[config.mk]
export PLATFORM = sky130hd
export DESIGN_NAME = dma_ctrl
export DESIGN_NICKNAME = d
export VERILOG_FILES = /design/src/rtl/microcomp_pkg.sv /design/src/rtl/dma_regs.sv /design/src/rtl/dma_ctrl.sv
export SDC_FILE = /design/constraint.sdc
export NUM_CORES = 1
export LEC_CHECK = 0
export BUFFER_PORTS_ARGS = -buffer_cell sky130_fd_sc_hd__buf_2
export CAP_MARGIN = 20
export CORE_ASPECT_RATIO = 0.8
export CORE_UTILIZATION = 45
export DETAILED_ROUTE_END_ITERATION = 16
export GPL_ROUTABILITY_DRIVEN = 0
export PLACE_DENSITY_LB_ADDON = 0.15
export RECOVER_POWER = 25
export SLEW_MARGIN = 15
export SYNTH_ARGS = -nofsm -noshare
export SYNTH_HDL_FRONTEND = slang
export SYNTH_HIERARCHICAL = 1
export SYNTH_SLANG_ARGS = --single-unit
[constraint.sdc]
create_clock -name clk -period 5.8 [get_ports clk]
set_input_delay 0.87 -clock clk [delete_from_list [all_inputs] [get_ports clk]]
set_output_delay 0.87 -clock clk [all_outputs]
set_load 0.03 [all_outputs]
[src/rtl/microcomp_pkg.sv]
// Shared constants for the microcomputer bus peripherals: DMA register map,
// CTRL bit positions and DMA sequencer state encoding.
package microcomp_pkg;

    localparam logic [15:0] DMA_BASE = 16'hE6E0;

    localparam logic [2:0] REG_SRC_L = 3'd0;
    localparam logic [2:0] REG_SRC_H = 3'd1;
    localparam logic [2:0] REG_DST_L = 3'd2;
    localparam logic [2:0] REG_DST_H = 3'd3;
    localparam logic [2:0] REG_LEN_L = 3'd4;
    localparam logic [2:0] REG_LEN_H = 3'd5;
    localparam logic [2:0] REG_CTRL  = 3'd6;
    localparam logic [2:0] REG_RSVD  = 3'd7;

    localparam int CTRL_START    = 0;
    localparam int CTRL_IE       = 1;
    localparam int CTRL_SRC_FIX  = 2;
    localparam int CTRL_DST_FIX  = 3;
    localparam int CTRL_CLR_DONE = 6;

    localparam logic [2:0] ST_IDLE = 3'd0;
    localparam logic [2:0] ST_REQ  = 3'd1;
    localparam logic [2:0] ST_RD_A = 3'd2;
    localparam logic [2:0] ST_RD_D = 3'd3;
    localparam logic [2:0] ST_WR   = 3'd4;
    localparam logic [2:0] ST_FIN  = 3'd5;

endpackage

[src/rtl/dma_regs.sv]
// DMA slave register file: CPU-programmable address/length counters, control
// bits, done flag and the combinational readback mux.
module dma_regs
    import microcomp_pkg::*;
#(
    parameter int AW = 16,
    parameter int LW = 16
) (
    input  logic          clk,
    input  logic          rst,
    input  logic          cs,
    input  logic [2:0]    AD,
    input  logic [7:0]    DI,
    input  logic          rw,
    output logic [7:0]    DO,
    input  logic          busy,
    input  logic          step,
    input  logic          fin,
    output logic [AW-1:0] src,
    output logic [AW-1:0] dst,
    output logic [LW-1:0] len,
    output logic          ie,
    output logic          done,
    output logic          start_go
);

    logic        src_fix;
    logic        dst_fix;
    logic        wr;
    logic        ctrl_wr;
    logic [15:0] src16;
    logic [15:0] dst16;
    logic [15:0] len16;
    logic        unused_di;

    assign src16     = 16'(src);
    assign dst16     = 16'(dst);
    assign len16     = 16'(len);
    assign unused_di = &{1'b0, DI[7], DI[5:4]};

    // The sequencer owns the counters while busy, so CPU writes are dropped then.
    assign wr       = cs & ~rw & ~busy;
    assign ctrl_wr  = wr && (AD == REG_CTRL);
    assign start_go = ctrl_wr && DI[CTRL_START] && (len != '0);

    always_ff @(posedge clk or negedge rst) begin
        if (!rst) begin
            src     <= '0;
            dst     <= '0;
            len     <= '0;
            ie      <= 1'b0;
            src_fix <= 1'b0;
            dst_fix <= 1'b0;
            done    <= 1'b0;
        end else begin
            if (step) begin
                if (!src_fix) src <= src + AW'(1);
                if (!dst_fix) dst <= dst + AW'(1);
                len <= len - LW'(1);
            end
            if (wr) begin
                case (AD)
                    REG_SRC_L: src <= AW'({src16[15:8], DI});
                    REG_SRC_H: src <= AW'({DI, src16[7:0]});
                    REG_DST_L: dst <= AW'({dst16[15:8], DI});
                    REG_DST_H: dst <= AW'({DI, dst16[7:0]});
                    REG_LEN_L: len <= LW'({len16[15:8], DI});
                    REG_LEN_H: len <= LW'({DI, len16[7:0]});
                    REG_CTRL: begin
                        ie      <= DI[CTRL_IE];
                        src_fix <= DI[CTRL_SRC_FIX];
                        dst_fix <= DI[CTRL_DST_FIX];
                    end
                    default: ;
                endcase
            end
            // A zero-length start completes immediately; start beats the clear bit.
            if (fin) begin
                done <= 1'b1;
            end else if (ctrl_wr) begin
                if (DI[CTRL_START]) done <= (len == '0);
                else if (DI[CTRL_CLR_DONE]) done <= 1'b0;
            end
        end
    end

    always_comb begin
        DO = 8'h00;
        case (AD)
            REG_SRC_L: DO = src16[7:0];
            REG_SRC_H: DO = src16[15:8];
            REG_DST_L: DO = dst16[7:0];
            REG_DST_H: DO = dst16[15:8];
            REG_LEN_L: DO = len16[7:0];
            REG_LEN_H: DO = len16[15:8];
            REG_CTRL:  DO = {busy, done, 2'b00, dst_fix, src_fix, ie, 1'b0};
            default:   DO = 8'h00;
        endcase
    end

endmodule

[src/rtl/dma_ctrl.sv]
// Bus-mastering byte-copy DMA: requests the bus with hold, then runs
// read-address / read-data / write cycles per byte until LEN reaches zero.
module dma_ctrl
    import microcomp_pkg::*;
#(
    parameter int AW = 16,
    parameter int LW = 16
) (
    input  logic          clk,
    input  logic          rst,
    input  logic          cs,
    input  logic [2:0]    AD,
    input  logic [7:0]    DI,
    output logic [7:0]    DO,
    input  logic          rw,
    output logic          hold,
    input  logic          hold_ack,
    output logic          m_own,
    output logic [AW-1:0] m_addr,
    output logic [7:0]    m_dout,
    output logic          m_read,
    input  logic [7:0]    m_din,
    output logic          irq,
    output logic [2:0]    dbg_state
);

    // Bus handshake: the master may drive the bus only in a cycle where
    // hold = 1 and hold_ack = 1; dropping hold_ack freezes the sequencer.
    logic [2:0]    state;
    logic [2:0]    state_nx;
    logic [7:0]    buf_q;
    logic [AW-1:0] src;
    logic [AW-1:0] dst;
    logic [LW-1:0] len;
    logic          ie;
    logic          done;
    logic          start_go;
    logic          busy;
    logic          bus_phase;
    logic          step;
    logic          fin;

    assign busy      = (state == ST_REQ) || (state == ST_RD_A) ||
                       (state == ST_RD_D) || (state == ST_WR);
    assign bus_phase = (state == ST_RD_A) || (state == ST_RD_D) || (state == ST_WR);
    assign step      = (state == ST_WR) && hold_ack;
    assign fin       = (state == ST_FIN);

    dma_regs #(.AW(AW), .LW(LW)) u_regs (
        .clk      (clk),
        .rst      (rst),
        .cs       (cs),
        .AD       (AD),
        .DI       (DI),
        .rw       (rw),
        .DO       (DO),
        .busy     (busy),
        .step     (step),
        .fin      (fin),
        .src      (src),
        .dst      (dst),
        .len      (len),
        .ie       (ie),
        .done     (done),
        .start_go (start_go)
    );

    always_comb begin
        state_nx = state;
        case (state)
            ST_IDLE: if (start_go) state_nx = ST_REQ;
            ST_REQ:  if (hold_ack) state_nx = ST_RD_A;
            ST_RD_A: if (hold_ack) state_nx = ST_RD_D;
            // Losing the bus mid-read restarts the read so the SRAM latency is re-covered.
            ST_RD_D: state_nx = hold_ack ? ST_WR : ST_RD_A;
            ST_WR:   if (hold_ack) state_nx = (len == LW'(1)) ? ST_FIN : ST_RD_A;
            ST_FIN:  state_nx = ST_IDLE;
            default: state_nx = ST_IDLE;
        endcase
    end

    always_ff @(posedge clk or negedge rst) begin
        if (!rst) begin
            state <= ST_IDLE;
            buf_q <= 8'h00;
        end else begin
            state <= state_nx;
            if ((state == ST_RD_D) && hold_ack) buf_q <= m_din;
        end
    end

    assign hold      = busy;
    assign m_own     = bus_phase & hold_ack;
    assign m_read    = (state != ST_WR);
    assign m_dout    = (state == ST_WR) ? buf_q : 8'h00;
    assign m_addr    = ((state == ST_RD_A) || (state == ST_RD_D)) ? src :
                       (state == ST_WR) ? dst : '0;
    assign irq       = done & ie;
    assign dbg_state = state;

endmodule

==> results.md <==
* Slew headroom at -1.29
* Final setup fails at 0
* # diodes at 0
* CP Cell Sequence: buf_2, clkbuf_1
* Worst endpoint data arrival time at 3.40 ns
* Placed Cells at 665
* Port bufs at 62
* Number of global-route vias before repair at 4264
* DR vias/cell at 6.80
* Post-Synth Simple-Gate Area at 0.247
* Net count, final at 567
* GR Overflow Total at 0
* Worst EP required at 5.46 ns
* Std cell rows at 32
* Largest net degree at the start of global routing at 64
* HP Class: reg2reg
* Initial Util at 0.467
* Layout cells sized above 1 at 0.219
* Slew Limit Fails at 64
* Drt pass-1 iters at 7
* Vias at 4622
* # fillers at 904
* Total chip power at 2.61 mW
* Leakage at 2.14 nW
* Hold Slack at 0.494 ns
* Finished Layout Cells at 680
* Post-Syn Nets at 521
* Drt total wl at 15.2 mm
* CTS Hold Bufs at 0
* Synth area leaders: dfrtp_1 (35%), a22o_1 (3.5%), nand2_1 (3.2%), nand3_1 (3.1%), mux2_4 (2.7%)
* Seq/Total Area, Yosys at 0.349
* Synthesis-to-layout area growth at 15.0%
* Fmax at 267 MHz
* Most common cell after layout, fill and taps aside: dfrtp_1
* Syn_area_per_cell at 9.15 sq um
* Synth Register Bits at 63
* Max Cap Viol at 1
* Chip width at 114 microns
* DP Wirelength at 10.3 mm
* Post-route setup TNS at 0 ns
* Most frequent cells in the layout: dfrtp_1 (63), buf_2 (62), nand2_1 (39), nand3_1 (28), o21ai_0 (22)
* Synth Area in Adders at 0.00830
* Tot GR Track Use at 0.298
* Antenna viol nets, final at 0
* I/O pin count at 63
* Residual DRC count at 0
* Core box area at 9690 sq um
* Final period utilization at 0.645
* Final hold violations at 0
* Most used DFF post-synth: dfrtp_1
* Power Density at 502 nW/um^2
* Initial antenna violation count at 0
* Critical Path Fanout Max at 63
* Post-synthesis xor/xnor area fraction at 0.00775
* Yosys top cell by area: dfrtp_1
* Clk_skew at 0.00674 ns
* Clk buf depth at 2
* DRT iter0 DRCs at 566
* Clk pin slew, worst setup/hold paths at 0.05 ns
* CTS Buf Count at 9
* Max incr delay on CP at 2.41 ns
* Worst Setup Start Kind: input pin
* First-pass GRT wire length at 23.5 mm
* Post-synthesis mux area share at 0.0960
* Synth cell types at 75
* Main combinational cell family by area after synthesis: compound AO/OA/AOI/OAI gates
* H-tree depth at 3
* Setup bufs post-CTS at 0
* Die Y at 91.6 microns
* Worst setup path category: in2async
* Ys Warns at 6
* Buf/Inv on CP at 2
* Total Die Area at 10500 sq um
* Family with the most delay on the worst path: buffers and inverters
* Tmin final at 3.74 ns
* Routed len/inst at 22.3 microns
* Max VDD drop at 286 uV
* Clock Latency Late Sink at 0.34 ns
* CTS root buf: clkbuf_16
* CP Capture Type: asynchronous set/reset pin
* Asr flop ratio synth at 1.00
* Final WS setup at 2.06 ns
* Area share of the largest cell type after synthesis at 0.349
* TritonCTS clock tree: built
* Synth Area in Compound Gates at 0.248
* Post-Synthesis Cells at 494
* Worst-Margin Slew at 3.44 ns
* CTS-repair resized insts at 0
* Failing checks: max-capacitance violations, max-slew violations
* Syn Std Cell Area at 4520 sq um
* RSZ-0062 raised after global routing: no
* Slowest stage cell, crit path: clkbuf_1
* Clock Sink Count at 63
* Post-synth EDFFs at 0
* Status: complete, but fails checks
* Setup Slack @ Placement at 2.44 ns
Yosys cell counts (9+ instances only):
| library cell | instances |
|---|---|
| o211ai_1 | 10 |
| inv_1 | 14 |
| a22o_1 | 18 |
| nand2_1 | 39 |
| nor2_1 | 19 |
| o311ai_0 | 9 |
| clkbuf_1 | 21 |
| dfrtp_1 | 63 |
| o22ai_1 | 12 |
| a21oi_1 | 15 |
| and2_1 | 13 |
| mux2_2 | 9 |
| nor3_1 | 20 |
| a22oi_1 | 9 |
| o21ai_0 | 22 |
| nand3_1 | 28 |
| mux2i_1 | 10 |
where the power goes:
group          total [mW]  internal [mW]  leakage, nW  switching (mW)
Sequential           1.02          0.643        0.771           0.375
Combinational        1.02          0.430         1.21           0.588
Clock               0.574          0.377        0.154           0.197
Total                2.61           1.45         2.14            1.16
kinds of logic (layout without fill, tap and decap cells):
kind of cell | after synthesis | in the layout
and+or+nand+nor | 195 | 195
AOI/OAI and AO/OA | 151 | 151
DFF | 63 | 63
buffers and inverters | 46 | 96
muxes | 32 | 32
xor gates and xnor gates | 4 | 4
adders and majority gates | 3 | 3
metal layers:
layer | GRT usage | routed length (microns)
met3 | 0.0595 | 1670
met4 | 0.131 | 620
met1 | 0.427 | 6340
met2 | 0.432 | 6550
met5 | 0 | 0
per-stage QoR:
step,area (sq um),util
global placement,4880,0.504
global route,5200,0.536
detailed placement,4880,0.504
CTS,5200,0.537
finish,5200,0.536
floorplan,4520,-
sequential cells by signal (all words and copies together) (netlist names):
| name | count |
|---|---|
| buf_q | 8 |
| dbg_state | 3 |
| u_regs/done | 1 |
| u_regs/dst | 16 |
| u_regs/dst_fix | 1 |
| u_regs/ie | 1 |
| u_regs/len | 16 |
| u_regs/src | 16 |
| u_regs/src_fix | 1 |
path summary, 6_finish.rpt:
path                       slack [ns]  cells past startpoint          from              to
min in group asynchronous        1.80                      2           rst   u_regs/len[6]
setup reg to reg                 2.34                      7  dbg_state[0]  u_regs/src[13]
setup / recovery                 2.06                      2           rst   u_regs/src[1]
hold / removal                   0.49                      1      buf_q[2]        buf_q[2]
hold reg to reg                  0.49                      1      buf_q[2]        buf_q[2]
max in group clk                 2.34                      7  dbg_state[0]  u_regs/src[13]
area by class of cell:
cell class	instances	area, sq um	area share
timing repair buffer	65	329	0.0633
multi-input combinational	385	2740	0.528
clock inverter	2	37.5	0.00722
tap	136	170	0.0327
clock buffer	13	280	0.0539
inverter	16	60.1	0.0116
sequential	63	1580	0.303
Power figures use the tool's default switching activity.
